$ cat src/rtl/pattern_history_table_if.sv
// Prediction/training port bundle for pattern_history_table.
// master = fetch/resolve side, slave = the table itself.
interface pattern_history_table_if #(
  parameter int INDEX_WIDTH = 5
);
  logic                   ready;
  logic                   pred_valid;
  logic [INDEX_WIDTH-1:0] pred_index;
  logic                   pred_resp_valid;
  logic                   pred_taken;
  logic                   upd_valid;
  logic [INDEX_WIDTH-1:0] upd_index;
  logic                   upd_taken;

  modport master (
    input  ready,
    output pred_valid,
    output pred_index,
    input  pred_resp_valid,
    input  pred_taken,
    output upd_valid,
    output upd_index,
    output upd_taken
  );

  modport slave (
    output ready,
    input  pred_valid,
    input  pred_index,
    output pred_resp_valid,
    output pred_taken,
    input  upd_valid,
    input  upd_index,
    input  upd_taken
  );
endinterface

$ cat src/rtl/pattern_history_table.sv
// Second-level branch predictor: 2-bit saturating counters indexed by local history.
// Optional macro PHT_BYPASS_EN forwards a same-cycle, same-index update into the prediction.
module pattern_history_table #(
  parameter int         INDEX_WIDTH = 5,
  parameter logic [1:0] CTR_INIT    = 2'b01
) (
  input  logic                    clk,
  input  logic                    reset,
  pattern_history_table_if.slave  bus
);
  localparam int ENTRIES = 1 << INDEX_WIDTH;
  localparam logic [INDEX_WIDTH:0] SWEEP_END = (INDEX_WIDTH+1)'(ENTRIES);

  typedef enum logic {INIT, RUN} state_t;

  state_t                 state;
  logic [INDEX_WIDTH:0]   sweep;
  logic [1:0]             counters [ENTRIES];
  logic [1:0]             upd_cur;
  logic [1:0]             upd_next;
  logic                   pred_msb;
  logic                   sweep_done;

  assign sweep_done = (sweep == SWEEP_END);

  always_comb begin
    upd_cur  = counters[bus.upd_index];
    upd_next = upd_cur;
    if (bus.upd_taken) begin
      if (upd_cur != 2'b11) upd_next = upd_cur + 2'b01;
    end else begin
      if (upd_cur != 2'b00) upd_next = upd_cur - 2'b01;
    end

    pred_msb = counters[bus.pred_index][1];
`ifdef PHT_BYPASS_EN
    if (bus.upd_valid && (bus.upd_index == bus.pred_index)) pred_msb = upd_next[1];
`endif
  end

  // sweep counts one past the last entry so the RUN transition lands on the following edge
  always_ff @(posedge clk or posedge reset) begin
    if (reset) begin
      state               <= INIT;
      sweep               <= '0;
      bus.ready           <= 1'b0;
      bus.pred_resp_valid <= 1'b0;
      bus.pred_taken      <= 1'b0;
    end else begin
      case (state)
        INIT: begin
          bus.ready           <= 1'b0;
          bus.pred_resp_valid <= 1'b0;
          if (sweep_done) begin
            state     <= RUN;
            bus.ready <= 1'b1;
          end else begin
            sweep <= sweep + 1'b1;
          end
        end
        RUN: begin
          bus.ready           <= 1'b1;
          bus.pred_resp_valid <= bus.pred_valid;
          if (bus.pred_valid) bus.pred_taken <= pred_msb;
        end
        default: state <= INIT;
      endcase
    end
  end

  // Counter storage is re-initialised by the sweep, so it carries no reset of its own
  always_ff @(posedge clk) begin
    if (state == INIT) begin
      if (!sweep_done) counters[sweep[INDEX_WIDTH-1:0]] <= CTR_INIT;
    end else if (bus.upd_valid) begin
      counters[bus.upd_index] <= upd_next;
    end
  end
endmodule

$ cat src/flat_wrapper.sv
// flat-port wrapper written by rule: the top's interface ports become plain ports
module pattern_history_table_flat 
#(
  parameter int         INDEX_WIDTH = 5,
  parameter logic [1:0] CTR_INIT    = 2'b01
)
  (clk, reset, bus_ready, bus_pred_valid, bus_pred_index, bus_pred_resp_valid, bus_pred_taken, bus_upd_valid, bus_upd_index, bus_upd_taken);
  pattern_history_table_if #(.INDEX_WIDTH(INDEX_WIDTH)) bus_i ();
  input  logic clk;
  input  logic reset;
  output wire logic [$bits(bus_i.ready)-1:0] bus_ready;
  input wire logic [$bits(bus_i.pred_valid)-1:0] bus_pred_valid;
  input wire logic [$bits(bus_i.pred_index)-1:0] bus_pred_index;
  output wire logic [$bits(bus_i.pred_resp_valid)-1:0] bus_pred_resp_valid;
  output wire logic [$bits(bus_i.pred_taken)-1:0] bus_pred_taken;
  input wire logic [$bits(bus_i.upd_valid)-1:0] bus_upd_valid;
  input wire logic [$bits(bus_i.upd_index)-1:0] bus_upd_index;
  input wire logic [$bits(bus_i.upd_taken)-1:0] bus_upd_taken;
  assign bus_ready = bus_i.ready;
  assign bus_i.pred_valid = bus_pred_valid;
  assign bus_i.pred_index = bus_pred_index;
  assign bus_pred_resp_valid = bus_i.pred_resp_valid;
  assign bus_pred_taken = bus_i.pred_taken;
  assign bus_i.upd_valid = bus_upd_valid;
  assign bus_i.upd_index = bus_upd_index;
  assign bus_i.upd_taken = bus_upd_taken;
  pattern_history_table #(.INDEX_WIDTH(INDEX_WIDTH), .CTR_INIT(CTR_INIT)) u_core (.clk(clk), .reset(reset), .bus(bus_i));
endmodule
$ cat config.mk
export PLATFORM = sky130hd
export DESIGN_NAME = pattern_history_table_flat
export DESIGN_NICKNAME = d
export VERILOG_FILES = /design/src/rtl/pattern_history_table_if.sv /design/src/rtl/pattern_history_table.sv /design/src/flat_wrapper.sv
export SDC_FILE = /design/constraint.sdc
export NUM_CORES = 1
export LEC_CHECK = 0
export BUFFER_PORTS_ARGS = -buffer_cell sky130_fd_sc_hd__buf_2
export CORE_MARGIN = 2
export CORE_UTILIZATION = 35
export CTS_CLUSTER_DIAMETER = 40
export DETAILED_ROUTE_END_ITERATION = 8
export SYNTH_ARGS = -nofsm -noshare
export SYNTH_HDL_FRONTEND = slang
export SYNTH_SLANG_ARGS = --single-unit
$ cat constraint.sdc
create_clock -name clk -period 3.3 [get_ports clk]
set_clock_uncertainty 0.1 [all_clocks]
set_input_delay 0.165 -clock clk [delete_from_list [all_inputs] [get_ports clk]]
set_output_delay 0.165 -clock clk [all_outputs]
set_load 0.1 [all_outputs]
==> results of run 1 <==
-- worst paths after layout --
path                                           to                   start  slack [ns]  cells past startpoint
min in group asynchronous         u_core.sweep[2]                   reset        0.21                      3
setup / recovery           u_core.counters[10][0]  u_core.counters[31][0]        0.70                      8
hold reg to reg                   u_core.sweep[5]         u_core.sweep[5]        0.41                      1
setup reg to reg           u_core.counters[10][0]  u_core.counters[31][0]        0.70                      8
max in group asynchronous         u_core.sweep[4]                   reset        2.63                      3
hold / removal              u_core.bus.pred_taken       bus_pred_index[4]        0.15                      3
-- cells in the final DEF, fill, tap and decap left out, types with 2 or more instances in the layout --
| cell | synthesis | final |
|---|---|---|
| edfxtp_1 | 64 | 64 |
| nor2_1 | 39 | 39 |
| mux2i_1 | 34 | 34 |
| nand2_1 | 18 | 18 |
| buf_2 | 2 | 17 |
| a22oi_1 | 14 | 14 |
| buf_4 | 1 | 10 |
| clkbuf_8 | 0 | 9 |
| dfrtp_1 | 9 | 9 |
| inv_1 | 7 | 7 |
| mux4_1 | 7 | 7 |
| xnor2_1 | 5 | 5 |
| nand3_1 | 4 | 4 |
| o21ai_0 | 4 | 4 |
| nand2b_1 | 4 | 4 |
| a32oi_1 | 4 | 4 |
| nor2b_1 | 3 | 3 |
| mux4_2 | 3 | 3 |
| a21oi_1 | 3 | 3 |
| clkinv_1 | 0 | 3 |
| nor3_1 | 2 | 2 |
| and2_1 | 2 | 2 |
| o22ai_1 | 2 | 2 |
| a211oi_1 | 2 | 2 |
| nand3b_1 | 2 | 2 |
| ha_1 | 2 | 2 |
| clkinv_2 | 0 | 2 |
| dlygate4sd3_1 | 0 | 2 |
-- power groups by stage --
stage          registers (mW)  clock network, mW  logic, mW
2_1_floorplan            1.07                  0      0.111
3_3_place_gp             1.05                  0      0.187
3_5_place_dp             1.05                  0      0.190
4_1_cts                  1.03              0.675      0.192
5_1_grt                  1.03              0.711      0.207
6_report                 1.03              0.659      0.190
-- worst reg2reg max path: stages, from the launching register on --
cell and delay (ns):
edfxtp_1 0.36, mux2i_1 0.24, a22oi_1 0.13, nand4_1 0.10, o21ai_1 0.07, nor2_1 0.18, a211oi_1 0.11, nor2_1 0.79
buf_4 0.34
-- metrics by stage --
step	setup slack (ns)	instances	util
3_5_place_dp	0.393	406	0.388
5_1_grt	0.366	424	0.409
4_1_cts	0.642	424	0.409
6_report	0.704	424	0.409
3_3_place_gp	0.498	406	0.388
2_1_floorplan	0.546	255	-
-- registers in the layout (all words and copies together), names as in the netlist --
| name | count |
|---|---|
| u_core.bus.ready | 1 |
| u_core.bus.pred_resp_valid | 1 |
| u_core.bus.pred_taken | 1 |
| u_core.sweep | 6 |
| u_core.counters | 64 |
-- layer usage --
metal / vias to the layer above / part of all wire / global-route usage
met3: 6 / 0.062 / 0.0395
met2: 68 / 0.49 / 0.236
met5: - / 0 / 0
li1: 1048 / - / -
met4: 0 / 0.013 / 0.0550
met1: 1074 / 0.43 / 0.194
-- cells by family (layout without fill, tap and decap cells) --
logic type,after synthesis,in the layout,share of synthesized area
XOR/XNOR,5,5,0.0124
AO/OA/AOI/OAI,34,34,0.0706
multiplexers,45,45,0.171
buffers and inverters,17,53,0.0298
adder cells (fa/ha/maj),3,3,0.0103
flip-flops,73,73,0.609
AND/OR/NAND/NOR,78,78,0.0972
-- area by class of cell --
type                       instances  area, sq um
timing repair buffer              30          200
clock inverter                     7         60.1
fill                             895         5780
multi-input combinational        165         1270
inverter                           7         26.3
sequential                        73         2150
clock buffer                       9          124
tap                              133          166
-- timing repair --
item                       4_1_cts  5_1_grt
hold buffers                     2        0
hold endpoints to repair        10        0
setup endpoints to repair        0        0
==> reports/metrics.csv, run 1 <==
stage,metric,value,unit
synthesis,ys_seq_area_frac,0.609,
placement,dp_hpwl,5520,microns
pwr,p_int,1.44,mW
cells_and_area,area_growth,13.4,%
worst_setup_path,crit_top_cell,nor2_1,
global_routing,first_global_vias,2070,
floorplanning,initial_core_util,0.361,
worst_setup_path,startpoint_type,flop,
floorplanning,core.rowCount,36,
drt,drtIter0Drc,191,
synthesis,yosysTopAreaCellShare,0.545,
pwr,power_frac_clock,0.350,
timing,final-setup-viol-count,0,
worst_setup_path,endpoint_kind,flop,
placement,gp_congestion,0.824,
timing,fmax,385,MHz
pwr,p_total,1.88,mW
clock_network,cts_root_buf,clkbuf_8,
floorplanning,die_h,104,microns
placement,port_buffers,17,
worst_setup_path,cp_num_buf_inv,1,
pwr,swShare,0.236,
cells_and_area,drive_gt1_frac,0.165,
synthesis,postSynthAreaPerCell,13.8,sq um
timing,max_slew_margin,0.319,
global_routing,grt_max_degree,36,
drt,num_vias,2196,
drt,avgRoutedWirePerCell,18.1,microns
synthesis,synth_nets,272,
clock_network,cts_tree,yes,
clock_network,cts.clk_slew.worst_paths,0.07,ns
drt,drc_errors,0,
clock_network,clock_path_buffers,2,
floorplanning,dieWidth,104,microns
worst_setup_path,slowest_delay,0.79,ns
floorplanning,dieArea,10900,sq um
pwr,ir_drop,0.156,mV
clock_network,post_cts.repair.setup_buffers,0,
floorplanning,coreArea,9770,sq um
global_routing,track_usage,0.148,
clock_network,clkLatencyLatePin,0.35,ns
timing,min_period,2.60,ns
pwr,power.share.combinational,0.101,
floorplanning,ios,18,
synthesis,yosysMostFrequentCell,edfxtp_1,
global_routing,grt_pass1_wl,11800,microns
outcome,run_status,finished clean,
cells_and_area,nets,303,
synthesis,synth_top_cell_by_area,edfxtp_1,
worst_setup_path,crit_chain,"mux2i_1, a22oi_1, nand4_1, o21ai_1, nor2_1, a211oi_1, nor2_1, buf_4",
synthesis,synth_warnings,0,
clock_network,cts_resized,0,
flow_run,drv_cap,0,
timing,timing.final.max_slew_violations,0,
drt,first_pass_iters,4,
placement,dpl_cell_area,3790,sq um
pwr,powerDensity,470,nW/um^2
worst_setup_path,cp.required,3.38,ns
cells_and_area,postLayoutCellArea,4000,sq um
pwr,switching_power,0.444,mW
drt,vias_per_cell,5.18,
global_routing,antenna_found_initial,0,
synthesis,synth_edf_count,64,
synthesis,ys_seq_elements,73,
clock_network,clock_sinks,73,
cells_and_area,num_antenna_cells,0,
worst_setup_path,crit_family,simple AND/OR/NAND/NOR gates,
synthesis,synth_area_leaders,"edfxtp_1 (54%), mux2i_1 (9.6%), dfrtp_1 (6.4%)",
worst_setup_path,cp_slowest_cell,nor2_1,
worst_hold_path,worstHoldPathType,in -> reg,
drt,antenna_left,0,
synthesis,syn_inst,255,
worst_setup_path,path_max_fanout,17,
drt,routed_wl,7660,microns
pwr,p_leak,1.44,nW
timing,rsz0062_at_grt,no,
timing,whs,0.152,ns
worst_setup_path,worstSetupPathType,reg -> reg,
timing,post-route-period-util,0.787,
clock_network,numCtsBuffers,9,
pwr,seqPwrFrac,0.549,
synthesis,synth_common_cells,"edfxtp_1 (64), nor2_1 (39), mux2i_1 (34), nand2_1 (18), a22oi_1 (14)",
clock_network,ctsHtreeMaxLevel,3,
synthesis,synth.cell_area,3530,sq um
synthesis,ys.flop_type,edfxtp_1,
timing,tightest_slew,1.02,ns
worst_setup_path,crit_arrival,2.68,ns
timing,setup_tns,0,ns
synthesis,postSynth.asyncResetShare,0.123,
global_routing,grt_remaining_overflow,0,
synthesis,synth_cell_types,39,
timing,hold_viol,0,
No activity file was read; power rests on OpenSTA's default activity.
==> run 2: changes to the inputs <==
==> constraint.sdc (replaced) <==
create_clock -name clk -period 2.6 [get_ports clk]
set_clock_uncertainty 0.1 [all_clocks]
set_input_delay 0.13 -clock clk [delete_from_list [all_inputs] [get_ports clk]]
set_output_delay 0.13 -clock clk [all_outputs]
set_load 0.1 [all_outputs]
==> run 2 against run 1 <==
Compared with the run above:
- core utilization grew 0.38 points
- sequential cell count stayed put
- final cell count is 1.4% higher
- largest cell class unchanged
==> reports/metrics.csv, run 2 (same netlist as run 1, synthesis figures left out) <==
stage,metric,value,unit,change
placement,dpl_cell_area,3840,sq um,was 3790 sq um
worst_setup_path,crit_chain,"inv_1, ha_1, a41oi_2, a32oi_1, nor2_1",,"was mux2i_1, a22oi_1, nand4_1, o21ai_1, nor2_1, a211oi_1, nor2_1, buf_4"
timing,hold_viol,0,,unchanged
floorplanning,dieWidth,104,microns,unchanged
timing,fmax,414,MHz,was 385 MHz
worst_setup_path,crit_arrival,2.35,ns,was 2.68 ns
cells_and_area,fin_util,0.413,,was 0.409
drt,num_vias,2261,,was 2196
cells_and_area,largest_reg_flops,64,,unchanged
worst_setup_path,slowest_delay,0.87,ns,was 0.79 ns
worst_setup_path,cp.required,2.54,ns,was 3.38 ns
placement,gp_congestion,0.874,,was 0.824
floorplanning,initial_core_util,0.361,,unchanged
timing,final-setup-viol-count,0,,unchanged
worst_setup_path,cp_num_buf_inv,1,,unchanged
clock_network,clock_path_buffers,2,,unchanged
clock_network,post_cts.repair.setup_buffers,0,,unchanged
clock_network,clkLatencyLatePin,0.34,ns,was 0.35 ns
cells_and_area,area_growth,14.4,%,was 13.4%
cells_and_area,multi_input_comb_area,1280,sq um,was 1270 sq um
cells_and_area,postLayoutCellArea,4040,sq um,was 4000 sq um
floorplanning,dieArea,10900,sq um,unchanged
drt,drc_errors,0,,unchanged
worst_setup_path,path_max_fanout,8,,was 17
outcome,run_status,finished clean,,unchanged
drt,antenna_left,0,,unchanged
global_routing,grt_remaining_overflow,0,,unchanged
worst_setup_path,cp_slowest_cell,a32oi_1,,was nor2_1
floorplanning,core.rowCount,36,,unchanged
clock_network,ctsHtreeMaxLevel,3,,unchanged
pwr,p_leak,1.46,nW,was 1.44 nW
global_routing,first_global_vias,2269,,was 2070
worst_hold_path,worstHoldPathType,in -> reg,,unchanged
cells_and_area,final_cell_mix,"edfxtp_1 (64), nor2_1 (37), mux2i_1 (34), nand2_1 (18), buf_2 (17)",,"was edfxtp_1 (64), nor2_1 (39), mux2i_1 (34), nand2_1 (18), buf_2 (17)"
drt,vias_per_cell,5.26,,was 5.18
worst_setup_path,startpoint_type,flop,,unchanged
floorplanning,coreArea,9770,sq um,unchanged
cells_and_area,final_common_cell,edfxtp_1,,unchanged
flow_run,drv_cap,0,,unchanged
clock_network,cts_root_buf,clkbuf_8,,unchanged
drt,drtIter0Drc,159,,was 191
placement,dpl.cell_count,412,,was 406
timing,tightest_slew,1.13,ns,was 1.02 ns
floorplanning,die_h,104,microns,unchanged
timing,post-route-period-util,0.928,,was 0.787
drt,avgRoutedWirePerCell,18.2,microns,was 18.1 microns
clock_network,cts_tree,yes,,unchanged
cells_and_area,num_antenna_cells,0,,unchanged
cells_and_area,ff_latch_area,2150,sq um,unchanged
cells_and_area,top_register,u_core.counters,,unchanged
cells_and_area,drive_gt1_frac,0.189,,was 0.165
pwr,ir_drop,0.227,mV,was 0.156 mV
cells_and_area,nets,309,,was 303
worst_setup_path,crit_family,compound AO/OA/AOI/OAI gates,,was simple AND/OR/NAND/NOR gates
timing,rsz0062_at_grt,no,,unchanged
cells_and_area,fillCellCount,923,,was 895
timing,max_slew_margin,0.247,,was 0.319
timing,whs,0.0918,ns,was 0.152 ns
global_routing,grt_pass1_wl,12200,microns,was 11800 microns
timing,fin_ws,0.187,ns,was 0.704 ns
placement,dp_hpwl,5610,microns,was 5520 microns
global_routing,track_usage,0.149,,was 0.148
clock_network,clock_sinks,73,,unchanged
pwr,powerDensity,576,nW/um^2,was 470 nW/um^2
cells_and_area,fin_cells,430,,was 424
floorplanning,ios,18,,unchanged
global_routing,grt_max_degree,33,,was 36
timing,min_period,2.41,ns,was 2.60 ns
clock_network,cts.clk_slew.worst_paths,0.07,ns,about the same
clock_network,numCtsBuffers,9,,unchanged
worst_setup_path,endpoint_kind,flop,,unchanged
timing,timing.final.max_slew_violations,0,,unchanged
cells_and_area,reg_top3,"u_core.counters x64, u_core.sweep x6",,unchanged
placement,port_buffers,17,,unchanged
placement,dp_slack,-0.110,ns,was 0.393 ns
drt,routed_wl,7810,microns,was 7660 microns
worst_setup_path,worstSetupPathType,reg -> reg,,unchanged
drt,first_pass_iters,5,,was 4
global_routing,antenna_found_initial,0,,unchanged
run 2: worst paths after layout:
check	slack [ns]	to	start	cells past startpoint
worst max register to register	0.19	u_core.counters[22][1]	u_core.sweep[0]	5
worst min register to register	0.40	u_core.sweep[5]	u_core.sweep[5]	1
worst max-delay path	0.19	u_core.counters[22][1]	u_core.sweep[0]	5
max in group asynchronous	1.93	u_core.sweep[2]	reset	3
min in group asynchronous	0.21	u_core.bus.pred_taken	reset	3
worst min-delay path	0.09	u_core.bus.pred_taken	bus_pred_index[4]	3
run 2: layout make-up:
class                      instances  share of cell area
inverter                           7             0.00651
clock buffer                      13              0.0369
tap                              133              0.0412
multi-input combinational        165               0.318
sequential                        73               0.532
timing repair buffer              36              0.0608
clock inverter                     3             0.00434
run 2: metal layers:
layer  wire length (microns)  vias to the layer above  part of all wire  track usage
li1                        -                     1054                 -            -
met1                    3290                     1124              0.42        0.177
met2                    4000                       69              0.51        0.261
met3                     350                       14             0.045       0.0351
met4                     175                        0             0.022       0.0541
met5                       0                        -                 0            0
run 2: what timing repair did:
action / CTS / global route
hold buffers: 2 / 0
setup endpoints to repair: 0 / 32
gates resized for setup: 0 / 1
endpoints found under the hold margin: 10 / 0
run 2: through the flow:
step | TNS [ns] | power, mW
floorplan | 0 | 1.50
global placement | -2.47 | 1.58
detailed placement | -3.49 | 1.58
CTS | 0 | 2.34
global route | 0 | 2.41
finish | 0 | 2.33
run 2: worst register-to-register path, cell delays in order (launching register included):
cell	delay (ns)
dfrtp_1	0.44
inv_1	0.17
ha_1	0.19
a41oi_2	0.13
a32oi_1	0.87
nor2_1	0.22
run 2: report_power, final:
group          internal [mW]  switching (mW)
Clock                  0.371           0.397
Combinational         0.0904           0.160
Sequential              1.31         0.00342
==> run 3: changes to the inputs <==
--- a/config.mk
+++ b/config.mk
@@ -7,9 +7,11 @@
 export LEC_CHECK = 0
 export BUFFER_PORTS_ARGS = -buffer_cell sky130_fd_sc_hd__buf_2
 export CORE_MARGIN = 2
-export CORE_UTILIZATION = 35
+export CORE_UTILIZATION = 55
+export CTS_BUF_LIST = sky130_fd_sc_hd__clkbuf_8
 export CTS_CLUSTER_DIAMETER = 40
 export DETAILED_ROUTE_END_ITERATION = 8
+export PLACE_DENSITY = 0.73
 export SYNTH_ARGS = -nofsm -noshare
 export SYNTH_HDL_FRONTEND = slang
 export SYNTH_SLANG_ARGS = --single-unit
==> constraint.sdc (replaced) <==
create_clock -name clk -period 2.8 [get_ports clk]
set_clock_uncertainty 0.1 [all_clocks]
set_input_delay 0.14 -clock clk [delete_from_list [all_inputs] [get_ports clk]]
set_output_delay 0.14 -clock clk [all_outputs]
set_load 0.1 [all_outputs]
==> run 3 against run 2 <==
Compared with the run above:
- non-clock buffer count shrank 11
- power shrank 0.75%
- critical path type unchanged
- clock power grew 14%
==> reports/metrics.csv, run 3 (same netlist as run 1, synthesis figures left out) <==
stage,metric,value,unit,change
cells_and_area,drive_gt1_frac,0.157,,was 0.189
global_routing,grt_pass1_wl,11700,microns,was 12200 microns
global_routing,grt_max_degree,21,,was 33
cells_and_area,area_growth,11.1,%,was 14.4%
timing,timing.final.max_slew_violations,0,,unchanged
worst_setup_path,path_max_fanout,9,,was 8
placement,dp_hpwl,5080,microns,was 5610 microns
timing,fmax,372,MHz,was 414 MHz
floorplanning,dieWidth,84.1,microns,was 104 microns
drt,first_pass_iters,4,,was 5
placement,dpl_cell_area,3690,sq um,was 3840 sq um
global_routing,antenna_found_initial,0,,unchanged
cells_and_area,final_common_cell,edfxtp_1,,unchanged
clock_network,numCtsBuffers,9,,unchanged
clock_network,clock_sinks,73,,unchanged
drt,avgRoutedWirePerCell,20.3,microns,was 18.2 microns
placement,gp_congestion,0.954,,was 0.874
timing,fin_ws,0.112,ns,was 0.187 ns
floorplanning,dieArea,7070,sq um,was 10900 sq um
placement,port_buffers,17,,unchanged
flow_run,drv_cap,0,,unchanged
global_routing,grt_remaining_overflow,0,,unchanged
cells_and_area,fillCellCount,484,,was 923
cells_and_area,top_register,u_core.counters,,unchanged
worst_setup_path,startpoint_type,flop,,unchanged
worst_setup_path,crit_arrival,2.62,ns,was 2.35 ns
clock_network,cts_root_buf,clkbuf_8,,unchanged
floorplanning,core.rowCount,29,,was 36
drt,num_vias,2200,,was 2261
floorplanning,coreArea,6280,sq um,was 9770 sq um
cells_and_area,nets,298,,was 309
drt,routed_wl,7360,microns,was 7810 microns
clock_network,clkLatencyLatePin,0.34,ns,about the same
global_routing,use_met2,0.346,,was 0.261
clock_network,cts_resized,0,,unchanged
timing,min_period,2.69,ns,was 2.41 ns
clock_network,cts.clk_slew.worst_paths,0.07,ns,about the same
cells_and_area,num_antenna_cells,0,,unchanged
worst_hold_path,worstHoldPathType,in -> reg,,unchanged
timing,final-setup-viol-count,0,,unchanged
drt,drtIter0Drc,179,,was 159
cells_and_area,postLayoutCellArea,3920,sq um,was 4040 sq um
global_routing,grt_util_met3,0.0574,,was 0.0351
pwr,powerDensity,590,nW/um^2,was 576 nW/um^2
timing,rsz0062_at_grt,no,,unchanged
global_routing,first_global_vias,2238,,was 2269
floorplanning,ios,18,,unchanged
worst_setup_path,r2r_cells,5,,unchanged
clock_network,ctsHtreeMaxLevel,3,,unchanged
outcome,run_status,finished clean,,unchanged
placement,dpl.cell_count,345,,was 412
clock_network,cts_tree,yes,,unchanged
worst_setup_path,worstSetupPathType,reg -> reg,,unchanged
drt,drc_errors,0,,unchanged
timing,max_slew_margin,0.224,,was 0.247
drt,antenna_left,0,,unchanged
timing,hold_viol,0,,unchanged
cells_and_area,fin_util,0.624,,was 0.413
pwr,p_total,2.31,mW,was 2.33 mW
worst_setup_path,r2r_slack,0.11,ns,was 0.19 ns
floorplanning,die_h,84.1,microns,was 104 microns
timing,whs,0.0322,ns,was 0.0918 ns
cells_and_area,reg_top3,"u_core.counters x64, u_core.sweep x6",,unchanged
floorplanning,initial_core_util,0.562,,was 0.361
worst_hold_path,whs_path_depth,3,,unchanged
global_routing,grt_use_met1,0.294,,was 0.177
global_routing,busiest_layer,met2,,unchanged
timing,post-route-period-util,0.960,,was 0.928
drt,vias_per_cell,6.06,,was 5.26
pwr,p_leak,1.43,nW,was 1.46 nW
clock_network,clock_path_buffers,2,,unchanged
placement,dp_slack,0.150,ns,was -0.110 ns
timing,tightest_slew,1.16,ns,was 1.13 ns
worst_setup_path,endpoint_kind,flop,,unchanged
global_routing,track_usage,0.222,,was 0.149
cells_and_area,fin_cells,363,,was 430
worst_setup_path,cp.required,2.74,ns,was 2.54 ns
cells_and_area,largest_reg_flops,64,,unchanged
cells_and_area,final_cell_mix,"edfxtp_1 (64), nor2_1 (39), mux2i_1 (34), nand2_1 (18), buf_2 (17)",,"was edfxtp_1 (64), nor2_1 (37), mux2i_1 (34), nand2_1 (18), buf_2 (17)"
pwr,ir_drop,0.375,mV,was 0.227 mV
timing,setup_tns,0,ns,unchanged
-- run 3: cell types whose count changed in the layout (fill, tap and decap cells not counted) --
cell and delta:
bufinv_16 +2, clkbuf_1 -3, clkbuf_8 -1, buf_4 -11
nor2_2 -1, clkinv_2 +1, nor2_1 +2, nor2_4 -1
inv_1 +1
-- run 3: area by class of cell --
class                           instances  area (sq um)  share of cell area
Clock buffer                            9           124              0.0316
Clock inverter                          7          86.3              0.0220
Inverter                                7          26.3             0.00671
Multi-Input combinational cell        165          1270               0.325
Sequential cell                        73          2150               0.548
Tap cell                               77          96.3              0.0246
Timing Repair Buffer                   25           163              0.0415
-- run 3: per-layer routing --
| layer | vias to the layer above | routed length, microns |
|---|---|---|
| met5 | - | 0 |
| met4 | 0 | 215 |
| met3 | 19 | 400 |
| met2 | 74 | 3540 |
| met1 | 1080 | 3200 |
| li1 | 1027 | - |
-- run 3: critical path, stage by stage, from the launching register on --
cell	delay, ns
dfrtp_1	0.45
inv_1	0.19
ha_1	0.20
a41oi_2	0.26
a32oi_1	0.96
nor2_1	0.23
-- run 3: power breakdown --
part,internal [mW],leakage [nW],switching [mW]
Clock,0.494,0.110,0.378
Combinational,0.0768,0.632,0.145
Sequential,1.21,0.685,0.00321
Total,1.78,1.43,0.527
-- run 3: worst paths after layout --
kind / endpoint / start
max: u_core.counters[1][1] / u_core.sweep[0]
min: u_core.bus.pred_taken / bus_pred_index[4]
max reg2reg: u_core.counters[1][1] / u_core.sweep[0]
min reg2reg: u_core.sweep[5] / u_core.sweep[5]
max in group asynchronous: u_core.bus.pred_resp_valid / reset
min in group asynchronous: u_core.sweep[3] / reset
-- run 3: repair_timing --
action / 4_1_cts / 5_1_grt
hold buffers: 2 / 0
endpoints found under the hold margin: 10 / 0
setup buffers: 0 / 0
